## config.mk

```make
export PLATFORM = sky130hd
export DESIGN_NAME = gat_stage_monitor
export DESIGN_NICKNAME = d
export VERILOG_FILES = /design/src/rtl/gat_dbg_pkg.sv /design/src/rtl/dbg_stage_probe.sv /design/src/rtl/gat_stage_monitor.sv
export SDC_FILE = /design/constraint.sdc
export NUM_CORES = 1
export LEC_CHECK = 0
export CORE_MARGIN = 1
export CORE_UTILIZATION = 54
export CTS_CLUSTER_SIZE = 30
export DETAILED_ROUTE_END_ITERATION = 8
export PLACE_DENSITY = 0.77
export SETUP_SLACK_MARGIN = 0.05
export SYNTH_ARGS = -nofsm -noshare
export SYNTH_HDL_FRONTEND = slang
export SYNTH_SLANG_ARGS = --single-unit
```

## constraint.sdc

```tcl
create_clock -name clk -period 3 [get_ports clk]
set_input_delay 0.3 -clock clk [delete_from_list [all_inputs] [get_ports clk]]
set_output_delay 0.3 -clock clk [all_outputs]
set_load 0.05 [all_outputs]
```

## src/rtl/gat_dbg_pkg.sv

```systemverilog
// gat_dbg_pkg: readout index map shared by the GAT stage monitor and its debug wrapper.
package gat_dbg_pkg;
    localparam int IDX_ID      = 0;
    localparam int IDX_STICKY  = 1;
    localparam int IDX_CYCLE   = 2;
    localparam int IDX_TSV     = 3;
    localparam int IDX_TS_BASE = 4;

    function automatic int idx_cnt_base(input int n);
        return IDX_TS_BASE + n;
    endfunction

    function automatic int idx_cap_base(input int n);
        return IDX_TS_BASE + 2 * n;
    endfunction
endpackage

```

## src/rtl/dbg_stage_probe.sv

```systemverilog
// dbg_stage_probe: per-stage sticky valid/ready flags, first-valid timestamp and saturating beat count.
module dbg_stage_probe #(
    parameter int CNT_W = 32
) (
    input  logic             clk,
    input  logic             rst_n,
    input  logic             clear_i,
    input  logic             vld,
    input  logic             rdy,
    input  logic [CNT_W-1:0] cycle,
    output logic             vld_sticky,
    output logic             rdy_sticky,
    output logic             ts_valid,
    output logic [CNT_W-1:0] first_ts,
    output logic [CNT_W-1:0] vld_cnt
);
    always_ff @(posedge clk or negedge rst_n) begin
        if (!rst_n) begin
            vld_sticky <= 1'b0;
            rdy_sticky <= 1'b0;
            ts_valid   <= 1'b0;
            first_ts   <= '0;
            vld_cnt    <= '0;
        end else begin
            // A set event in the clear cycle survives the clear.
            vld_sticky <= vld | (vld_sticky & ~clear_i);
            rdy_sticky <= rdy | (rdy_sticky & ~clear_i);
            ts_valid   <= vld | (ts_valid & ~clear_i);
            if (vld && (clear_i || !ts_valid))
                first_ts <= cycle;
            else if (clear_i)
                first_ts <= '0;
            if (clear_i)
                vld_cnt <= CNT_W'(vld);
            else if (vld && vld_cnt != '1)
                vld_cnt <= vld_cnt + CNT_W'(1);
        end
    end
endmodule

```

## src/rtl/gat_stage_monitor.sv

```systemverilog
// gat_stage_monitor: debug monitor for GAT pipeline stages with address-matched capture
// slots and a registered, indexed 32-bit readout port.
module gat_stage_monitor
    import gat_dbg_pkg::*;
#(
    parameter int          NUM_STAGES = 4,
    parameter int          NUM_CAP    = 2,
    parameter int          ADDR_W     = 16,
    parameter int          CAP_W      = 32,
    parameter int          CNT_W      = 32,
    parameter logic [31:0] MON_ID     = 32'h00F4_0104
) (
    input  logic                      clk,
    input  logic                      rst_n,
    input  logic                      clear_i,
    input  logic [NUM_STAGES-1:0]     stage_vld_i,
    input  logic [NUM_STAGES-1:0]     stage_rdy_i,
    input  logic                      cap_en_i,
    input  logic [ADDR_W-1:0]         cap_addr_i,
    input  logic [CAP_W-1:0]          cap_data_i,
    input  logic [NUM_CAP*ADDR_W-1:0] cap_match_i,
    input  logic [NUM_CAP-1:0]        cap_mode_i,
    input  logic [7:0]                rd_sel_i,
    output logic [31:0]               rd_data_o,
    output logic [2*NUM_STAGES-1:0]   sticky_o
);
    localparam int CNT_IDX = idx_cnt_base(NUM_STAGES);
    localparam int CAP_IDX = idx_cap_base(NUM_STAGES);
    localparam int CV_IDX  = CAP_IDX + NUM_CAP;

    logic [CNT_W-1:0]      cyc;
    logic [NUM_STAGES-1:0] vld_sticky, rdy_sticky, ts_valid;
    logic [CNT_W-1:0]      first_ts [NUM_STAGES];
    logic [CNT_W-1:0]      vld_cnt  [NUM_STAGES];
    logic [NUM_CAP-1:0]    hit, cap_valid;
    logic [CAP_W-1:0]      cap_data [NUM_CAP];
    logic [31:0]           rd_next;
    int                    sel;

    always_ff @(posedge clk or negedge rst_n) begin
        if (!rst_n)
            cyc <= '0;
        else if (cyc != '1)
            cyc <= cyc + CNT_W'(1);
    end

    genvar s;
    generate
        for (s = 0; s < NUM_STAGES; s++) begin : g_probe
            dbg_stage_probe #(.CNT_W(CNT_W)) u_probe (
                .clk        (clk),
                .rst_n      (rst_n),
                .clear_i    (clear_i),
                .vld        (stage_vld_i[s]),
                .rdy        (stage_rdy_i[s]),
                .cycle      (cyc),
                .vld_sticky (vld_sticky[s]),
                .rdy_sticky (rdy_sticky[s]),
                .ts_valid   (ts_valid[s]),
                .first_ts   (first_ts[s]),
                .vld_cnt    (vld_cnt[s])
            );
        end
    endgenerate

    always_comb begin
        hit = '0;
        for (int k = 0; k < NUM_CAP; k++)
            hit[k] = cap_en_i && cap_addr_i == cap_match_i[k*ADDR_W +: ADDR_W];
    end

    always_ff @(posedge clk or negedge rst_n) begin
        if (!rst_n) begin
            cap_valid <= '0;
            for (int k = 0; k < NUM_CAP; k++)
                cap_data[k] <= '0;
        end else begin
            for (int k = 0; k < NUM_CAP; k++) begin
                // First-match slots only lock once valid; a clear reopens them this cycle.
                if (hit[k] && (clear_i || !cap_mode_i[k] || !cap_valid[k])) begin
                    cap_data[k]  <= cap_data_i;
                    cap_valid[k] <= 1'b1;
                end else if (clear_i) begin
                    cap_data[k]  <= '0;
                    cap_valid[k] <= 1'b0;
                end
            end
        end
    end

    assign sel = {24'd0, rd_sel_i};

    always_comb begin
        rd_next = '0;
        if (sel == IDX_ID)     rd_next = MON_ID;
        if (sel == IDX_STICKY) rd_next = 32'({vld_sticky, rdy_sticky});
        if (sel == IDX_CYCLE)  rd_next = 32'(cyc);
        if (sel == IDX_TSV)    rd_next = 32'(ts_valid);
        for (int i = 0; i < NUM_STAGES; i++) begin
            if (sel == IDX_TS_BASE + i) rd_next = 32'(first_ts[i]);
            if (sel == CNT_IDX + i)     rd_next = 32'(vld_cnt[i]);
        end
        for (int k = 0; k < NUM_CAP; k++)
            if (sel == CAP_IDX + k) rd_next = 32'(cap_data[k]);
        if (sel == CV_IDX)     rd_next = 32'(cap_valid);
    end

    always_ff @(posedge clk or negedge rst_n) begin
        if (!rst_n)
            rd_data_o <= '0;
        else
            rd_data_o <= rd_next;
    end

    assign sticky_o = {vld_sticky, rdy_sticky};
endmodule

```

==> results.py <==
metrics = {
    "sta": {
        "final_hold_viol_count": 0,
        "tightest_slew_ps": 907.3,
        "relSlewSlack_pct": 39.51,
        "finClkSkew_ps": 19.30,
        "fin_crit_ps": 2602,
        "finalSetupTns_ps": 0,
        "timing.final.max_slew_violations": 0,
        "fin_crit_sh_pct": 86.75,
        "layout_setup_ws_ps": 397.6,
        "rsz0062_at_grt": "false",
        "setup_viol": 0,
        "max_freq_mhz": 384.3,
    },
    "pwr": {
        "power.density_nw_per_um2": 485.6,
        "combPwrFrac_pct": 8.0,
        "switchingPower_mw": 2.993,
        "vdd_drop_max_mv": 0.4756,
        "p_int_mw": 9.089,
        "switching_share_pct": 24.77,
        "p_leak_nw": 10.87,
        "pwr-share-seq_pct": 45.4,
        "p_clk_share_pct": 46.6,
    },
    "critical_path": {
        "crit_chain": "and4_1 -> nand2_1 -> or4_1 -> o21ai_0 -> xor2_1 -> nor2_1",
        "r2r_slack_ps": 400,
        "slowest_stage": "or4_1",
        "reg2reg_from": "g_probe[3].u_probe.vld_cnt[8]",
        "critPathKind": "register to register",
        "start_kind": "register",
        "critPathCaptureType": "register",
        "reg2reg_depth": 6,
        "reg2reg_to": "g_probe[3].u_probe.vld_cnt[6]",
        "crit_required_ps": 3460,
        "critPathArrivalTime_ps": 3060,
        "max_stage_delay_ps": 770,
        "cp_max_fo": 16,
    },
    "routing": {
        "drtAntennaViolNets": 0,
        "wl_mm": 77.42,
        "wl_per_cell_um": 25.98,
        "dr.pass1.iters": 6,
        "vias": 19340,
        "drtIter0Drc": 2366,
        "remaining_drc_errors": 0,
        "via_per_inst": 6.489,
    },
    "min_path": {
        "hold_end": "g_probe[3].u_probe.vld_cnt[12]",
        "min_from": "clear_i",
        "holdPathStages": 2,
        "worstHoldPathType": "input port to register",
    },
    "cells_and_area": {
        "fill_cells": 3153,
        "syn2layout_area_growth_pct": 18.69,
        "post-route-util_pct": 65.60,
        "drive_above_1_share_pct": 11.67,
        "instances_no_fill": 2980,
        "final_area_um2": 24880,
        "final_nets": 2540,
    },
    "place": {
        "port_buffers": 141,
        "dp_slack_ps": 126.3,
        "dpl_cell_area_um2": 23380,
        "gp_congestion": 1.007,
        "hpwl_mm": 56.49,
        "dp.cells": 2898,
    },
    "global_route": {
        "grt_pass1_wl_mm": 116.7,
        "antenna_found_initial": 0,
        "grt_pass1_vias": 18700,
        "grt_util_all_layers_pct": 39.86,
        "grt_overflow": 0,
        "grt_max_degree": 149,
    },
    "clocking": {
        "cts_sinks": 398,
        "cts_root_buf": "clkbuf_16",
        "cts_buffer_depth": 3,
        "h-tree-depth": 2,
        "path_clk_slew_ps": 60,
        "numCtsBuffers": 43,
        "cts_setup_buffers": 0,
        "cts_tree": "done",
        "clock_latency_ps": 590,
    },
    "job": {
        "maxCapViolCount": 0,
    },
    "floorplanning": {
        "start_util_pct": 55.27,
        "core.rowCount": 71,
        "io-pin-count": 142,
        "die_area_um2": 39610,
        "die_h_um": 199.0,
        "core_area_um2": 37930,
        "die_x_um": 199.0,
    },
    "synth": {
        "ys_seq_area_share_pct": 47.51,
        "synth-warning-count": 0,
        "syn-cell-area_um2": 20960,
        "synth-seq-cells": 398,
        "synth.avg_cell_area_um2": 9.115,
        "synth_edf_count": 0,
        "syn_inst": 2300,
        "synth_cell_type_count": 71,
        "ys.flop_type": "dfrtp_1",
        "async_flop_share_pct": 100.0,
        "postSynthNetCount": 2407,
    },
    "outcome": {
        "status": "finished clean",
    },
}
## logic make-up (layout without fill, tap and decap cells)
| kind of cell | after synthesis | in the layout | share of synthesized area [%] |
|---|---|---|---|
| adders and majority gates | 5 | 5 | 0.2984 |
| other | 0 | 1 | 0 |
| xor gates and xnor gates | 156 | 156 | 6.517 |
| DFF | 398 | 398 | 47.51 |
| and+or+nand+nor | 1016 | 1016 | 23.77 |
| buffers and inverters | 208 | 376 | 4.154 |
| AOI/OAI and AO/OA | 445 | 445 | 13.92 |
| muxes | 72 | 72 | 3.832 |
## how the worst max path moves through the flow
stage	startpoint	endpoint	cells past startpoint
after floorplan	rd_sel_i[5]	rd_data_o[28]	6
after global placement	rd_sel_i[5]	rd_data_o[1]	8
after detailed placement	rd_sel_i[5]	rd_data_o[16]	8
after CTS	g_probe[3].u_probe.vld_cnt[8]	g_probe[3].u_probe.vld_cnt[14]	6
after global routing	g_probe[3].u_probe.vld_cnt[8]	g_probe[3].u_probe.vld_cnt[6]	6
final	g_probe[3].u_probe.vld_cnt[8]	g_probe[3].u_probe.vld_cnt[6]	6
## power by group through the flow
stage	Combinational (mW)	Sequential (mW)	Clock (mW)
floorplan	0.414	5.58	0
global placement	0.939	5.58	0
detailed placement	0.951	5.58	0
CTS	0.958	5.49	5.64
global route	1.03	5.49	5.84
finish	0.967	5.49	5.62
## worst max-delay path: cells and delay by family (launching register included)
kind            cells  cell delay (ps)
flops               1              540
xor+xnor            1              170
simple gates        4             1340
compound gates      1              420
## registers in the layout (all words and copies together) (netlist names)
signal and cells:
cap_data 64, cyc 32, g_probe.u_probe.ts_valid 4, g_probe.u_probe.vld_sticky 4, g_probe.u_probe.vld_cnt 128, g_probe.u_probe.rdy_sticky 4
cap_valid 2, g_probe.u_probe.first_ts 128, rd_data_o 32
## synthesized netlist by cell type, types with 9 or more instances
cell      number  area share, %
buf_2         30           0.72
and4_1        22           0.92
o31ai_1        9           0.32
a21oi_1       80            1.9
xor2_1        76            3.2
nor2_1       160            2.9
or3_1         26           0.78
a22oi_1       51            1.8
o221ai_1      10           0.42
buf_1         18           0.32
clkbuf_1     122            2.2
o22ai_1       37            1.1
nand2_1      307            5.5
nor3_1        49            1.2
a221oi_1      15           0.63
xnor2_1       80            3.3
o211ai_1      18           0.64
inv_1         26           0.47
a31oi_1       17           0.51
o21ai_0      115            2.7
nand3_1      226            5.4
nor4_1        16           0.48
and2_1        13           0.39
nand4_1       56            1.7
mux2_2        66            3.5
a21o_1        11           0.39
nor2b_1       71            2.1
nand2b_1      11           0.33
dfrtp_1      398             48
a221o_1        9           0.43
a22o_1        19           0.79
and3_1        35            1.0
## cells in the final DEF (no fill, tap or decap), types with 13 or more instances in the layout
| master | n |
|---|---|
| dfrtp_1 | 398 |
| nand2_1 | 307 |
| nand3_1 | 226 |
| nor2_1 | 159 |
| clkdlybuf4s50_1 | 136 |
| o21ai_0 | 115 |
| buf_4 | 114 |
| xnor2_1 | 80 |
| a21oi_1 | 79 |
| xor2_1 | 76 |
| nor2b_1 | 69 |
| mux2_2 | 66 |
| nand4_1 | 56 |
| a22oi_1 | 51 |
| nor3_1 | 49 |
| clkbuf_16 | 44 |
| o22ai_1 | 37 |
| and3_1 | 35 |
| or3_1 | 26 |
| inv_1 | 25 |
| and4_1 | 22 |
| a22o_1 | 19 |
| o211ai_1 | 18 |
| a31oi_1 | 17 |
| nor4_1 | 16 |
| a221oi_1 | 15 |
| and2_1 | 13 |
| buf_12 | 13 |
## final cells by class
| class | count | area (um2) | share of cell area, % |
|---|---|---|---|
| Antenna cell | 1 | 2.502 | 0.01006 |
| Sequential cell | 398 | 9960 | 40.03 |
| Timing Repair Buffer | 269 | 2529 | 10.16 |
| Tap cell | 511 | 639.4 | 2.570 |
| Multi-Input combinational cell | 1694 | 10160 | 40.83 |
| Inverter | 27 | 103.9 | 0.4174 |
| Clock inverter | 15 | 190.2 | 0.7643 |
| Clock buffer | 65 | 1300 | 5.225 |
## what timing repair did
action	4_1_cts	5_1_grt
gates resized for setup	0	0
setup endpoints to repair	0	0
hold buffers	1	0
endpoints found under the hold margin	60	0
## stage by stage
step	total power [mW]	hold WS, ps
after global routing	12.36	112.1
final	12.08	105.8
after detailed placement	6.535	318.1
after floorplan	5.997	4.409
after global placement	6.523	314.8
after CTS	12.08	95.36
## per-layer routing
layer / track usage (%) / vias to the layer above / share of wire [%]
li1: - / 8456 / -
met1: 55.28 / 9646 / 41
met2: 59.79 / 1043 / 45
met3: 9.698 / 193 / 10
met4: 16.13 / 0 / 4.2
met5: 0 / - / 0
Note: power is estimated with default switching activity, not from simulation.
